===== config.mk =====
export PLATFORM = sky130hd
export DESIGN_NAME = hazard_ctrl
export DESIGN_NICKNAME = d
export VERILOG_FILES = /design/src/rtl/hazard_ctrl.sv
export SDC_FILE = /design/constraint.sdc
export NUM_CORES = 1
export LEC_CHECK = 0
export CAP_MARGIN = 0
export CORE_MARGIN = 3
export CORE_UTILIZATION = 30
export CTS_CLUSTER_DIAMETER = 30
export CTS_CLUSTER_SIZE = 28
export DETAILED_ROUTE_END_ITERATION = 16
export GPL_TIMING_DRIVEN = 0
export MAX_ROUTING_LAYER = met4
export PLACE_DENSITY = 0.78
export SLEW_MARGIN = 20
export SYNTH_ARGS = -nofsm -noshare
export SYNTH_HDL_FRONTEND = slang
export SYNTH_SLANG_ARGS = --single-unit

===== constraint.sdc =====
create_clock -name clk -period 3.2 [get_ports clk]
set_clock_uncertainty 0.1 [all_clocks]
set_input_delay 0.48 -clock clk [delete_from_list [all_inputs] [get_ports clk]]
set_output_delay 0.48 -clock clk [all_outputs]
set_load 0.05 [all_outputs]

===== src/rtl/hazard_ctrl.sv =====
// Pipeline hazard unit: operand forwarding, load-use stall, branch flush, multi-cycle MDU hold.
// Latency: forwarding/stall/flush are combinational; the MDU FSM advances one state per clk.
// Backpressure: holds PC, IF/ID and ID/EX while the MDU is busy; stalls are released on mdu_done or timeout.
module hazard_ctrl #(
    parameter int MDU_TIMEOUT = 64
) (
    input  logic       clk,
    input  logic       reset,
    input  logic [4:0] rs1_D,
    input  logic [4:0] rs2_D,
    input  logic [4:0] rs1_E,
    input  logic [4:0] rs2_E,
    input  logic [4:0] rd_E,
    input  logic       regWrite_E,
    input  logic [1:0] resultSrc_E,
    input  logic [4:0] rd_M,
    input  logic       regWrite_M,
    input  logic [4:0] rd_W,
    input  logic       regWrite_W,
    input  logic       pcSrc_E,
    input  logic       mdu_op_E,
    input  logic       mdu_done,
    output logic       stall_F,
    output logic       stall_D,
    output logic       stall_E,
    output logic       flush_D,
    output logic       flush_E,
    output logic       flush_M,
    output logic [1:0] forwardA_E,
    output logic [1:0] forwardB_E,
    output logic       mdu_start,
    output logic       mdu_busy,
    output logic       mdu_timeout
);

    // Counter wide enough to hold MDU_TIMEOUT-1; at least one bit for tiny timeouts.
    localparam int CW = (MDU_TIMEOUT > 1) ? $clog2(MDU_TIMEOUT) : 1;
    localparam logic [CW-1:0] CNT_LAST = CW'(MDU_TIMEOUT - 1);

    typedef enum logic {
        IDLE = 1'b0,
        BUSY = 1'b1
    } state_t;

    state_t          state_q, state_d;
    logic [CW-1:0]   cnt_q, cnt_d;
    logic            lw_stall;
    logic [1:0]      fwd_a, fwd_b;

    // Forward select for one EX operand: MEM result wins over WB result; x0 is never forwarded.
    function automatic logic [1:0] fwd_sel(input logic [4:0] rs,
                                           input logic       wr_m, input logic [4:0] rd_m,
                                           input logic       wr_w, input logic [4:0] rd_w);
        logic [1:0] sel;
        sel = 2'b00;
        if (wr_m && (rd_m != 5'd0) && (rd_m == rs))
            sel = 2'b10;
        else if (wr_w && (rd_w != 5'd0) && (rd_w == rs))
            sel = 2'b01;
        return sel;
    endfunction

    // Load in EX whose destination is read by the instruction in ID.
    always_comb begin
        lw_stall = (resultSrc_E == 2'b01) && (rd_E != 5'd0) &&
                   ((rd_E == rs1_D) || (rd_E == rs2_D));
        fwd_a    = fwd_sel(rs1_E, regWrite_M, rd_M, regWrite_W, rd_W);
        fwd_b    = fwd_sel(rs2_E, regWrite_M, rd_M, regWrite_W, rd_W);
    end

    // Next-state logic and hazard outputs; reset blanks every output immediately.
    always_comb begin
        state_d     = state_q;
        cnt_d       = cnt_q;
        stall_F     = 1'b0;
        stall_D     = 1'b0;
        stall_E     = 1'b0;
        flush_D     = 1'b0;
        flush_E     = 1'b0;
        flush_M     = 1'b0;
        mdu_start   = 1'b0;
        mdu_busy    = 1'b0;
        mdu_timeout = 1'b0;
        forwardA_E  = fwd_a;
        forwardB_E  = fwd_b;

        case (state_q)
            IDLE: begin
                // mdu_done is deliberately not looked at here.
                if (mdu_op_E) begin
                    mdu_start = 1'b1;
                    stall_F   = 1'b1;
                    stall_D   = 1'b1;
                    stall_E   = 1'b1;
                    flush_M   = 1'b1;
                    state_d   = BUSY;
                    cnt_d     = '0;
                end else begin
                    stall_F = lw_stall;
                    stall_D = lw_stall;
                    flush_D = pcSrc_E;
                    flush_E = lw_stall | pcSrc_E;
                end
            end
            BUSY: begin
                if (mdu_done || (cnt_q == CNT_LAST)) begin
                    // Release cycle: MDU result moves to MEM on the next edge.
                    stall_F     = lw_stall;
                    stall_D     = lw_stall;
                    flush_D     = pcSrc_E;
                    flush_E     = lw_stall | pcSrc_E;
                    mdu_timeout = ~mdu_done;
                    state_d     = IDLE;
                end else begin
                    stall_F  = 1'b1;
                    stall_D  = 1'b1;
                    stall_E  = 1'b1;
                    flush_M  = 1'b1;
                    mdu_busy = 1'b1;
                    cnt_d    = cnt_q + 1'b1;
                end
            end
            default: begin
                state_d = IDLE;
                cnt_d   = '0;
            end
        endcase

        if (reset) begin
            stall_F     = 1'b0;
            stall_D     = 1'b0;
            stall_E     = 1'b0;
            flush_D     = 1'b0;
            flush_E     = 1'b0;
            flush_M     = 1'b0;
            mdu_start   = 1'b0;
            mdu_busy    = 1'b0;
            mdu_timeout = 1'b0;
            forwardA_E  = 2'b00;
            forwardB_E  = 2'b00;
        end
    end

    // MDU FSM state and cycle counter; reset abandons any operation in flight.
    always_ff @(posedge clk or posedge reset) begin
        if (reset) begin
            state_q <= IDLE;
            cnt_q   <= '0;
        end else begin
            state_q <= state_d;
            cnt_q   <= cnt_d;
        end
    end

endmodule


### Word level (Yosys, flattened, before mapping)

Index checks and enable logic that the tools add are counted.

| cells by class | value |
|---|---|
| add/sub/neg operators | 1 |
| equal/unequal tests | 10 |
| multiplexer cells | 32 |
| bitwise logic cells | 3 |
| reductions and logical operators | 14 |

Operator list:

| operator | number |
|---|---|
| 5-bit == test | 6 |
| 1-bit two-way mux | 21 |
| 5-bit nonzero test | 3 |
| 6-bit two-way mux | 2 |
| 6-bit one-hot mux with 2 select lines | 1 |
| 1-bit logical AND | 8 |
| 2-bit two-way mux | 4 |
| 1-bit one-hot mux with 2 select lines | 4 |
| 6-bit by 1-bit adder with 6-bit output, second input constant | 1 |
| 6-bit == test, second input constant | 1 |
| 2-bit != test, second input constant | 2 |
| 2-bit by 1-bit == test with 1-bit output, second input constant | 1 |
| 1-bit logical OR | 2 |
| 1-bit inverter | 2 |
| 2-bit AND reduction | 1 |
| 1-bit bitwise OR | 1 |

| storage, ports and cells | value |
|---|---|
| register bits after elaboration | 7 |
| bits of input ports | 45 |
| logic and storage cells | 62 |

### Longest topological paths before layout

| logic depth | value |
|---|---|
| depth in word-level cells | 7 |
| mapped depth | 6 |
| mapped depth without buffers | 5 |

### Worst setup path before layout

Ideal clock, no wire load.

| timing path | value |
|---|---|
| path type | reg2out |
| from | register cnt_q[0] |
| to | output stall_F |
| arrival time | 2.463 ns |
| required time | 2.620 ns |
| setup slack | 0.157 ns |
| stages on the path, launching flop included | 7 |
| buffers on the path | 1 |
| path through | dfrtp_1 > ha_1 > and3_1 > a31o_2 > and2_1 > o22ai_1 > buf_4 |

| between the ends | value |
|---|---|
| cells in the longest elaborated chain, start to end | 5 |

RTL lines:

| what | RTL line | text |
|---|---|---|
| start, declared | 46 | `logic [CW-1:0] cnt_q, cnt_d;` |
| start signal, assigned | 151 | `cnt_q <= cnt_d;` |
| 6-bit == test | 106 | `if (mdu_done \|\| (cnt_q == CNT_LAST)) begin` |
| 1-bit logical OR | 106 |  |
| 1-bit two-way mux | - |  |
| 1-bit one-hot mux with 2 select lines | - |  |
| 1-bit two-way mux | - |  |
| end, declared | 23 | `output logic stall_F,` |

No other way between the ends.

### Worst setup path after layout

| timing path | value |
|---|---|
| from | input rd_M[1] |
| to | output forwardB_E[1] |

| between the ends | value |
|---|---|
| cells in the longest elaborated chain, start to end | 5 |
| elaborated cells on any way between the ends | 6 |

RTL lines:

| what | RTL line | text |
|---|---|---|
| start, declared | 16 | `input logic [4:0] rd_M,` |
| 5-bit nonzero test | 56 | `if (wr_m && (rd_m != 5'd0) && (rd_m == rs))` |
| 1-bit logical AND | 56 |  |
| 1-bit logical AND (*) | 56 |  |
| 2-bit two-way mux (*) | 56 |  |
| 2-bit two-way mux (*) | 129 | `if (reset) begin` |
| end, declared | 30 | `output logic [1:0] forwardB_E,` |

Mark *: on every way between the ends. The rest lies on a longest branch, timed or not.

==> impl_metrics.yaml <==
run_status:
  status: "finished clean"
setup_path:
  cp_cell_sequence: "clkdlybuf4s50_1 > or4_1 > o21ai_2 > nor4_1 > clkdlybuf4s50_1"
  cpPeakStageDelay_ns: 0.72
  cp-end-kind: "output port"
  worstRegToRegCells: 5
  reg2reg_to: "cnt_q[4]$_DFFE_PP0P_"
  cp_data_required_time_ns: 2.62
  crit_top_cell: "clkdlybuf4s50_1"
  critPathTopFamily: "buffers and inverters"
  crit_path_max_fanout: 4
  reg2reg_slack_ns: 1.31
  path_buf_inv: 2
  path_class: "in2out"
  rr_startpoint: "cnt_q[0]$_DFFE_PP0P_"
  startpoint_type: "primary input"
  critPathSlowestCell: "clkdlybuf4s50_1"
  critPathArrivalTime_ns: 2.53
synth:
  yosysWarnings: 0
  synthAdderAreaFrac_pct: 1.475
  synthTopCellsByCount: "xor2_1 (19), xnor2_1 (12), dfrtp_1 (7)"
  ys_top_cells_by_area: "dfrtp_1 (21%), xor2_1 (20%), xnor2_1 (12%)"
  synth_xor_area_share_pct: 32.01
  muxShareOfSynthArea_pct: 3.540
  synth_top_family_by_area: "XOR/XNOR gates"
  synth_compound_area_share_pct: 11.65
  synth.largest_area_cell: "dfrtp_1"
  synth_edf_count: 0
  synth_top_cell_area_share_pct: 20.65
  synth_nets: 148
  synth_seq_cells: 7
  ys_types: 36
  avgSynthCellArea_um2: 8.317
  syn_inst: 102
  syn_area_um2: 848.3
  synth_most_common_cell: "xor2_1"
  async_flop_share_pct: 100.0
  synthSimpleGateAreaFrac_pct: 26.70
  ys.flop_type: "dfrtp_1"
  synth_seq_area_share_pct: 20.65
cts:
  cts_buffer_depth: 2
  htree_levels: 1
  clock-sinks: 7
  cts_buffers: 3
  clk_latency_ns: 0.26
  cts_tree: "done"
  cts_root_buf: "clkbuf_4"
  clk_pin_slew_worst_paths_ns: 0.06
placement:
  portBuffers: 55
  place.gp.congestion: 0.8041
  hpwl_um: 2098
sta:
  rsz0062_at_grt: "false"
  slew_headroom_pct: 66.42
  tightest_slew_ns: 0.5029
  final.min_clock_period_ns: 3.112
  fmax_ghz: 0.3213
  setup-tns-final_ns: 0
  slew_violations: 0
  finalHoldViolations: 0
  setup_viol: 0
  period_share_pct: 97.26
finish:
  drive_above_1_share_pct: 7.453
  layout.nets: 208
  syn_to_final_growth_pct: 71.68
  antenna_cells: 0
pwr:
  powerDensity_nw_per_um2: 276.0
  fin_total_pwr_uw: 401.9
  p_comb_share_pct: 50.8
  ir_drop_uv: 230.8
  seqPwrFrac_pct: 27.7
  p_sw_uw: 151.1
  p_int_uw: 250.9
  netSwitchingFraction_pct: 37.58
  clock_power_share_pct: 21.5
  p_leak_uw: 0.0005915
global_routing:
  use_met2_pct: 24.61
  first_global_vias: 962
  met1_usage_pct: 17.04
  grt_busiest_layer: "met2"
  antenna_found_initial: 0
  track_usage_pct: 15.10
  grt_max_degree: 11
  globalRouteMet3Util_pct: 4.357
  grt_overflow: 0
  grt_pass1_wl_um: 3939
floorplanning:
  die_y_um: 59.18
  core_area_um2: 2590
  start_util_pct: 32.75
  io_pins: 58
  die_w_um: 59.18
  die-area_um2: 3502
  rows: 18
detailed_routing:
  drt_first_iter_violations: 13
  wl_per_cell_um: 12.57
  drcViolationCount: 0
  routed_via_density: 5.063
  postRouteAntennaNets: 0
  num_vias: 967
  first_pass_iters: 4
  wirelength_um: 2400
min_path:
  hp-class: "in2async"
job:
  max_cap_viol_count: 0
stage by stage:
step                      setup WS (ns)  instance area, µm²  util (%)  hold WS, ns  std cells
final                           0.08762                1456     56.23       0.1855        191
after global routing          0.0008684                1456     56.23       0.2133        191
after CTS                      0.008769                1458     56.28       0.2010        191
after detailed placement        -0.3240                1436     55.46       0.4045        187
after global placement          -0.2859                1436     55.46       0.3843        187
after floorplan                  0.1568               848.3         -       0.3534        102
repair_timing:
action                                  in CTS  in global routing
resized for setup                            9                  5
endpoints found under the setup margin       6                  3
setup buffers                                0                  0
hold buffers                                 0                  0
pin swaps                                    0                  0
cells by family after synthesis:
group,after synthesis
AND/OR/NAND/NOR,39
XOR/XNOR,31
AO/OA/AOI/OAI,14
buffers and inverters,7
flip-flops,7
multiplexers,3
adder cells (fa/ha/maj),1
power by group through the flow:
stage | clock network [µW] | logic (µW) | registers [µW]
global route | 96.1 | 221 | 113
CTS | 88.9 | 206 | 111
global placement | 0 | 205 | 112
finish | 86.3 | 204 | 112
floorplan | 0 | 112 | 110
detailed placement | 0 | 209 | 114
how the worst max path moves through the flow:
stage / end / startpoint / slack, ns / depth (start not counted)
after detailed placement: forwardB_E[0] / rd_M[1] / -0.32 / 6
after floorplan: stall_F / cnt_q[0]$_DFFE_PP0P_ / 0.16 / 6
after global placement: forwardB_E[0] / rd_M[1] / -0.29 / 6
final: forwardB_E[1] / rd_M[1] / 0.09 / 5
after CTS: flush_E / rd_E[1] / 0.009 / 6
after global routing: forwardA_E[0] / rd_M[1] / 0.0009 / 6
cell type report:
class / instances / area (µm²)
buffer: 4 / 22.52
clock buffer: 4 / 26.28
fill: 227 / 1134
inverter: 3 / 11.26
multi-input combinational: 88 / 639.4
sequential: 7 / 175.2
tap: 30 / 37.54
timing repair buffer: 55 / 544.3
flip-flops by register name, indices dropped and copies added (netlist names):
name / flops
state_q: 1
cnt_q: 6
cell usage in the layout, fill, tap and decap left out, types with 2 or more instances in the layout:
master / Yosys / routed
nand3_1: 6 / 6
clkbuf_1: 2 / 3
buf_4: 2 / 2
nor4_1: 2 / 2
clkbuf_4: 0 / 3
mux2i_1: 3 / 3
nand2_1: 4 / 4
nor2_1: 4 / 4
inv_1: 2 / 2
xnor2_1: 12 / 12
or4_1: 4 / 4
xor2_1: 19 / 19
dlygate4sd2_1: 0 / 3
clkdlybuf4s50_1: 0 / 48
dfrtp_1: 7 / 7
nand2b_1: 2 / 2
nor3_1: 6 / 6
a22o_1: 2 / 2
o21ai_0: 3 / 3
and3_1: 2 / 2
nor2b_1: 2 / 2
per-layer routing:
layer | routed length, µm | up-vias
met5 | 0 | -
li1 | - | 482
met2 | 1137 | 47
met1 | 982 | 431
met4 | 48 | 0
met3 | 232 | 7
Power figures use the tool's default switching activity.
